==> src/rtl/tft_pkg.sv <==
// Shared TFT panel definitions: D/C levels, controller command codes, panel
// limits and byte-builder helpers used by the fill engine and init sequencer.
package tft_pkg;

  localparam logic COMM = 1'b0;
  localparam logic DATA = 1'b1;

  localparam logic [7:0] CMD_CASET = 8'h2A;
  localparam logic [7:0] CMD_PASET = 8'h2B;
  localparam logic [7:0] CMD_RAMWR = 8'h2C;

  localparam int unsigned TFT_WIDTH  = 32'd320;
  localparam int unsigned TFT_HEIGHT = 32'd480;
  localparam logic [8:0]  X_MAX      = 9'(TFT_WIDTH - 32'd1);
  localparam logic [8:0]  Y_MAX      = 9'(TFT_HEIGHT - 32'd1);
  localparam logic [3:0]  HDR_LAST   = 4'd10;

  typedef enum logic [1:0] {
    IDLE  = 2'd0,
    HDR   = 2'd1,
    PIX   = 2'd2,
    DRAIN = 2'd3
  } fill_state_e;

  typedef struct packed {
    logic [8:0]  x0;
    logic [8:0]  x1;
    logic [8:0]  y0;
    logic [8:0]  y1;
    logic [17:0] color;
  } rect_t;

  // Window header byte {dc, data} for position idx of the 11-byte sequence.
  function automatic logic [8:0] hdr_byte(input logic [3:0] idx, input rect_t r);
    logic [8:0] b;
    case (idx)
      4'd0:    b = {COMM, CMD_CASET};
      4'd1:    b = {DATA, 7'd0, r.x0[8]};
      4'd2:    b = {DATA, r.x0[7:0]};
      4'd3:    b = {DATA, 7'd0, r.x1[8]};
      4'd4:    b = {DATA, r.x1[7:0]};
      4'd5:    b = {COMM, CMD_PASET};
      4'd6:    b = {DATA, 7'd0, r.y0[8]};
      4'd7:    b = {DATA, r.y0[7:0]};
      4'd8:    b = {DATA, 7'd0, r.y1[8]};
      4'd9:    b = {DATA, r.y1[7:0]};
      4'd10:   b = {COMM, CMD_RAMWR};
      default: b = {COMM, 8'h00};
    endcase
    return b;
  endfunction

  // RGB666 component left-justified in a data byte: comp 0=r, 1=g, 2=b.
  function automatic logic [8:0] pix_byte(input logic [1:0] comp, input logic [17:0] color);
    logic [8:0] b;
    case (comp)
      2'd0:    b = {DATA, color[17:12], 2'b00};
      2'd1:    b = {DATA, color[11:6], 2'b00};
      2'd2:    b = {DATA, color[5:0], 2'b00};
      default: b = {DATA, 8'h00};
    endcase
    return b;
  endfunction

endpackage

==> src/rtl/tft_byte_pacer.sv <==
// Byte send pacing: one-cycle transmit pulses, a mandatory idle cycle after
// each pulse, and no pulse while the byte transmitter reports busy.
module tft_byte_pacer (
  input  logic       clk,
  input  logic       rst,
  input  logic       req,
  input  logic       dc,
  input  logic [7:0] data,
  input  logic       tft_busy,
  output logic       ack,
  output logic       line_idle,
  output logic       tft_transmit,
  output logic       tft_dc,
  output logic [7:0] tft_data
);

  logic       pulse_r;
  logic       dc_r;
  logic [7:0] data_r;

  assign line_idle    = ~tft_busy & ~pulse_r;
  assign ack          = req & line_idle;
  assign tft_transmit = pulse_r;
  assign tft_dc       = dc_r;
  assign tft_data     = data_r;

  // Pulse and byte register; dc/data only change alongside a new pulse.
  always_ff @(posedge clk or posedge rst) begin
    if (rst) begin
      pulse_r <= 1'b0;
      dc_r    <= 1'b0;
      data_r  <= 8'h00;
    end else begin
      pulse_r <= ack;
      if (ack) begin
        dc_r   <= dc;
        data_r <= data;
      end
    end
  end

endmodule

==> src/rtl/tft_rect_fill.sv <==
// Rectangle fill engine: validates bounds, sends the CASET/PASET/RAMWR window
// header and then N RGB666 pixels, one byte at a time through the pacer.
module tft_rect_fill
  import tft_pkg::*;
(
  input  logic        clk,
  input  logic        rst,
  input  logic        init_done,
  input  logic        start,
  input  logic [8:0]  x0,
  input  logic [8:0]  x1,
  input  logic [8:0]  y0,
  input  logic [8:0]  y1,
  input  logic [17:0] color,
  input  logic        abort,
  input  logic        tft_busy,
  output logic        tft_transmit,
  output logic        tft_dc,
  output logic [7:0]  tft_data,
  output logic        busy,
  output logic        done,
  output logic        err
);

  fill_state_e state_r, next_state_s;
  rect_t       rect_r, rect_in_s;
  logic [3:0]  hdr_idx_r;
  logic [1:0]  comp_r;
  logic [17:0] pix_left_r;
  logic        aborted_r, busy_r, done_r, err_r;

  logic        req_s, ack_s, line_idle_s, accept_s, reject_s, bad_s, last_pix_byte_s;
  logic [8:0]  byte_s, w_s, h_s;
  logic [17:0] pix_total_s;

  assign rect_in_s       = '{x0: x0, x1: x1, y0: y0, y1: y1, color: color};
  assign bad_s           = (x0 > x1) | (y0 > y1) | (x1 > X_MAX) | (y1 > Y_MAX);
  assign w_s             = x1 - x0 + 9'd1;
  assign h_s             = y1 - y0 + 9'd1;
  assign pix_total_s     = 18'(w_s) * 18'(h_s);
  assign last_pix_byte_s = (comp_r == 2'd2) && (pix_left_r == 18'd1);
  // Abort gates the request so an abort always beats an eligible pulse.
  assign req_s           = ((state_r == HDR) || (state_r == PIX)) && !abort;

  assign busy = busy_r;
  assign done = done_r;
  assign err  = err_r;

  // Byte currently offered to the pacer.
  always_comb begin
    byte_s = {COMM, 8'h00};
    if (state_r == PIX) begin
      byte_s = pix_byte(comp_r, rect_r.color);
    end else begin
      byte_s = hdr_byte(hdr_idx_r, rect_r);
    end
  end

  // Next-state and start acceptance/rejection decode.
  always_comb begin
    next_state_s = state_r;
    accept_s     = 1'b0;
    reject_s     = 1'b0;
    case (state_r)
      IDLE: begin
        if (start && init_done) begin
          if (bad_s) begin
            reject_s     = 1'b1;
            next_state_s = IDLE;
          end else begin
            accept_s     = 1'b1;
            next_state_s = HDR;
          end
        end else begin
          next_state_s = IDLE;
        end
      end
      HDR: begin
        if (abort) begin
          next_state_s = DRAIN;
        end else if (ack_s && (hdr_idx_r == HDR_LAST)) begin
          next_state_s = PIX;
        end else begin
          next_state_s = HDR;
        end
      end
      PIX: begin
        if (abort) begin
          next_state_s = DRAIN;
        end else if (ack_s && last_pix_byte_s) begin
          next_state_s = DRAIN;
        end else begin
          next_state_s = PIX;
        end
      end
      DRAIN: begin
        if (line_idle_s) begin
          next_state_s = IDLE;
        end else begin
          next_state_s = DRAIN;
        end
      end
      default: next_state_s = IDLE;
    endcase
  end

  // State register.
  always_ff @(posedge clk or posedge rst) begin
    if (rst) begin
      state_r <= IDLE;
    end else begin
      state_r <= next_state_s;
    end
  end

  // Latched parameters, byte/pixel counters and status pulses.
  always_ff @(posedge clk or posedge rst) begin
    if (rst) begin
      rect_r     <= '0;
      hdr_idx_r  <= 4'd0;
      comp_r     <= 2'd0;
      pix_left_r <= 18'd0;
      aborted_r  <= 1'b0;
      busy_r     <= 1'b0;
      done_r     <= 1'b0;
      err_r      <= 1'b0;
    end else begin
      err_r  <= reject_s;
      done_r <= (state_r == DRAIN) && line_idle_s && !aborted_r;
      busy_r <= (next_state_s != IDLE);
      if (accept_s) begin
        rect_r     <= rect_in_s;
        hdr_idx_r  <= 4'd0;
        comp_r     <= 2'd0;
        pix_left_r <= pix_total_s;
        aborted_r  <= 1'b0;
      end else if (ack_s && (state_r == HDR)) begin
        hdr_idx_r <= hdr_idx_r + 4'd1;
      end else if (ack_s && (state_r == PIX)) begin
        if (comp_r == 2'd2) begin
          comp_r     <= 2'd0;
          pix_left_r <= pix_left_r - 18'd1;
        end else begin
          comp_r <= comp_r + 2'd1;
        end
      end else if (abort && ((state_r == HDR) || (state_r == PIX))) begin
        aborted_r <= 1'b1;
      end
    end
  end

  tft_byte_pacer u_pacer (
    .clk          (clk),
    .rst          (rst),
    .req          (req_s),
    .dc           (byte_s[8]),
    .data         (byte_s[7:0]),
    .tft_busy     (tft_busy),
    .ack          (ack_s),
    .line_idle    (line_idle_s),
    .tft_transmit (tft_transmit),
    .tft_dc       (tft_dc),
    .tft_data     (tft_data)
  );

endmodule
==> config.mk <==
export PLATFORM = sky130hd
export DESIGN_NAME = tft_rect_fill
export DESIGN_NICKNAME = d
export VERILOG_FILES = /design/src/rtl/tft_pkg.sv /design/src/rtl/tft_byte_pacer.sv /design/src/rtl/tft_rect_fill.sv
export SDC_FILE = /design/constraint.sdc
export NUM_CORES = 1
export LEC_CHECK = 0
export BUFFER_PORTS_ARGS = -buffer_cell sky130_fd_sc_hd__buf_2
export CAP_MARGIN = 40
export CORE_MARGIN = 4
export CORE_UTILIZATION = 34
export DETAILED_ROUTE_END_ITERATION = 10
export SLEW_MARGIN = 10
export SYNTH_ARGS = -nofsm -noshare
export SYNTH_HDL_FRONTEND = slang
export SYNTH_HIERARCHICAL = 1
export SYNTH_SLANG_ARGS = --single-unit
==> constraint.sdc <==
create_clock -name clk -period 7.68 [get_ports clk]
set_clock_uncertainty 0.05 [all_clocks]
set_input_delay 1.536 -clock clk [delete_from_list [all_inputs] [get_ports clk]]
set_output_delay 1.536 -clock clk [all_outputs]
set_load 0.005 [all_outputs]
==> metrics.txt <==
outcome finished, final reports clean; Yosys cell types 67; relative slew slack 45.1%; DR pass1 iterations 9; Initial Util 34.6%; DRT iter0 DRCs 426; Post-Syn Area 8720 um2; per-cell routed wire length 15.2 um; worst slew pin tran 0.823 ns; Yosys Warn Count 6; Die X 168 um; flops & latches, synth 94; clock sinks 94; antenna diode count 0; number of cell rows 58; Max Freq 0.137 GHz; Setup Viol. Count Final 0; worst-skew pair later-pin latency 0.35 ns; fin nets 1214; routed wire length 20400 um; syn nets 1116; total gr overflow 0; P&R area growth vs syn 15.3%; largest net degree at the start of global routing 61; core area 25200 um2; final hold violation count 0; Avg Inst Size Synth 9.60 um2; Worst setup SP type primary input; Synth Instances 909; CTS tree built; post-route clock period utilization 95.0%; post-synth top area cell dfrtp_1; layout cells sized above 1 21.7%; HP Class flip-flop to flip-flop; routability cong. 0.823; Post-synth EDFFs 0; top_reg_cell synth dfrtp_1; arrival time of the worst setup path 7.48 ns; Max Fanout on Critical Path 4; hold_buf cts 0; area of the die 28300 um2; part of the Yosys area used for sequential elements 27.0%; DRC 0; number of port buffers 72; clock-pin slew on the worst setup and hold paths 0.07 ns; H-tree depth 3; top-area cell type share of the netlist area 27.0%; I/O pin count 73; DR vias/cell 4.98; Die H 168 um; Detailed Place HPWL 16600 um; Period minus WS final 7.30 ns; Routed Antenna Nets 0; initial antenna violation count 0; CP Class primary input to flip-flop; number of max-cap violations 0; Clock Path Buffers 2; hold slack 0.379 ns; Num CTS Buffers 9; global-route wire length before repair 35100 um; critical path endpoint category flip-flop; Worst EP required 7.86 ns; GRT Util Overall 15.0%; top post-synthesis cells by area dfrtp_1 (27%), ha_1 (14%), fa_1 (12%); Vias 6686; cell chosen for the clock root clkbuf_16; vias in the first global route 6892; Post-synth ARST share 100%; Final Max Slew Viols 0
-- final timing paths --
path,start,end,slack [ns],depth (start not counted)
setup / recovery,y0[3],pix_left_r[16],0.38,23
setup reg to reg,state_r[0],pix_left_r[16],4.49,11
hold reg to reg,aborted_r,done,0.38,1
hold / removal,aborted_r,done,0.38,1
max in group asynchronous,rst,rect_r[41],5.76,4
min in group asynchronous,rst,u_pacer/tft_data[1],1.11,2
-- cell usage in the layout (no fill, tap or decap), types with 5 or more instances in the layout --
cell,instances
buf_2,72
xnor2_1,22
fa_1,52
and3_1,8
ha_1,95
mux2_2,64
and2_1,10
mux2i_1,19
o21ai_0,22
buf_4,41
nand3_1,15
a21oi_1,36
nor2_1,61
inv_1,124
nor2b_1,13
or2_2,6
a31oi_1,5
clkbuf_16,9
xor2_1,21
nand2_1,62
mux2_1,7
nand4_1,5
dfrtp_1,94
nor3_1,24
nand2b_1,13
or3_1,6
a22o_1,10
a21o_1,10
-- Yosys cell counts, drive strengths merged (7+ instances only) --
cell type    n
and2        11
a21oi       36
mux2i       19
fa          52
clkbuf      17
inv        125
xnor2       23
or3          7
nor2        61
xor2        21
nor3        26
ha          95
dfrtp       94
mux2        71
a21o        10
nor2b       13
and3         8
o21ai       26
nand2       62
nand2b      13
buf         10
a22o        10
nand3       15
-- metal layers --
| layer | part of all wire [%] | track usage [%] | up-vias |
|---|---|---|---|
| li1 | - | - | 3272 |
| met1 | 48 | 20.9 | 3293 |
| met2 | 47 | 25.1 | 106 |
| met3 | 3.5 | 2.04 | 15 |
| met4 | 1.2 | 3.03 | 0 |
| met5 | 0 | 0 | - |
-- worst max-delay path, cell delays in order --
cell       delay, ns
buf_2           0.11
inv_1           0.04
ha_1            0.30
ha_1            0.31
and3b_1         0.19
a311oi_2        0.34
o21ai_1         0.20
mux2i_1         0.28
nand2_1         0.18
nor2_1          0.21
fa_1            0.45
fa_1            0.52
fa_1            0.56
inv_1           0.06
fa_1            0.52
inv_1           0.04
ha_1            0.31
o21a_1          0.12
o21ai_0         0.21
a31oi_2         0.09
o2111ai_1       0.19
or3b_2          0.44
mux2_2          0.26
-- through the flow --
stage	std cells	TNS, ns	util (%)	instance area, um2	setup WS, ns
after floorplan	909	0	-	8720	0.227
after global placement	1323	-0.0603	38.4	9670	-0.0603
after detailed placement	1324	-0.202	38.5	9700	-0.109
after CTS	1340	0	39.8	10000	0.241
after global routing	1342	-0.0127	39.9	10100	-0.0127
final	1342	0	39.9	10100	0.385
-- logic make-up (layout without fill, tap and decap cells) --
family | after synthesis | in the layout | synth area share [%]
and+or+nand+nor | 246 | 246 | 14.3
DFF | 94 | 94 | 27.0
xor gates and xnor gates | 44 | 44 | 4.50
adders and majority gates | 147 | 147 | 25.6
buffers and inverters | 152 | 255 | 6.81
AOI/OAI and AO/OA | 136 | 136 | 10.5
muxes | 90 | 90 | 11.3
-- state kept, by name, summed over array words and instances (netlist names) --
register,flops
comp_r,2
u_pacer/tft_dc,1
hdr_idx_r,4
pix_left_r,18
busy,1
rect_r,54
state_r,2
u_pacer/tft_transmit,1
u_pacer/tft_data,8
aborted_r,1
err,1
done,1
-- layout make-up --
cell class,instances,area [um2]
Multi-Input combinational cell,663,5810
Inverter,125,470
Clock buffer,9,225
Sequential cell,94,2350
Timing Repair Buffer,114,696
Tap cell,330,413
Clock inverter,7,90.1
Fill cell,2490,15100
-- repair_timing --
item,4_1_cts,5_1_grt
hold endpoints to repair,0,0
buffers inserted,0,2
resized for setup,0,6
endpoints found under the setup margin,0,5
Power is not shown: default switching activity piles up to over one toggle a cycle in this logic, so the estimate is an artifact.
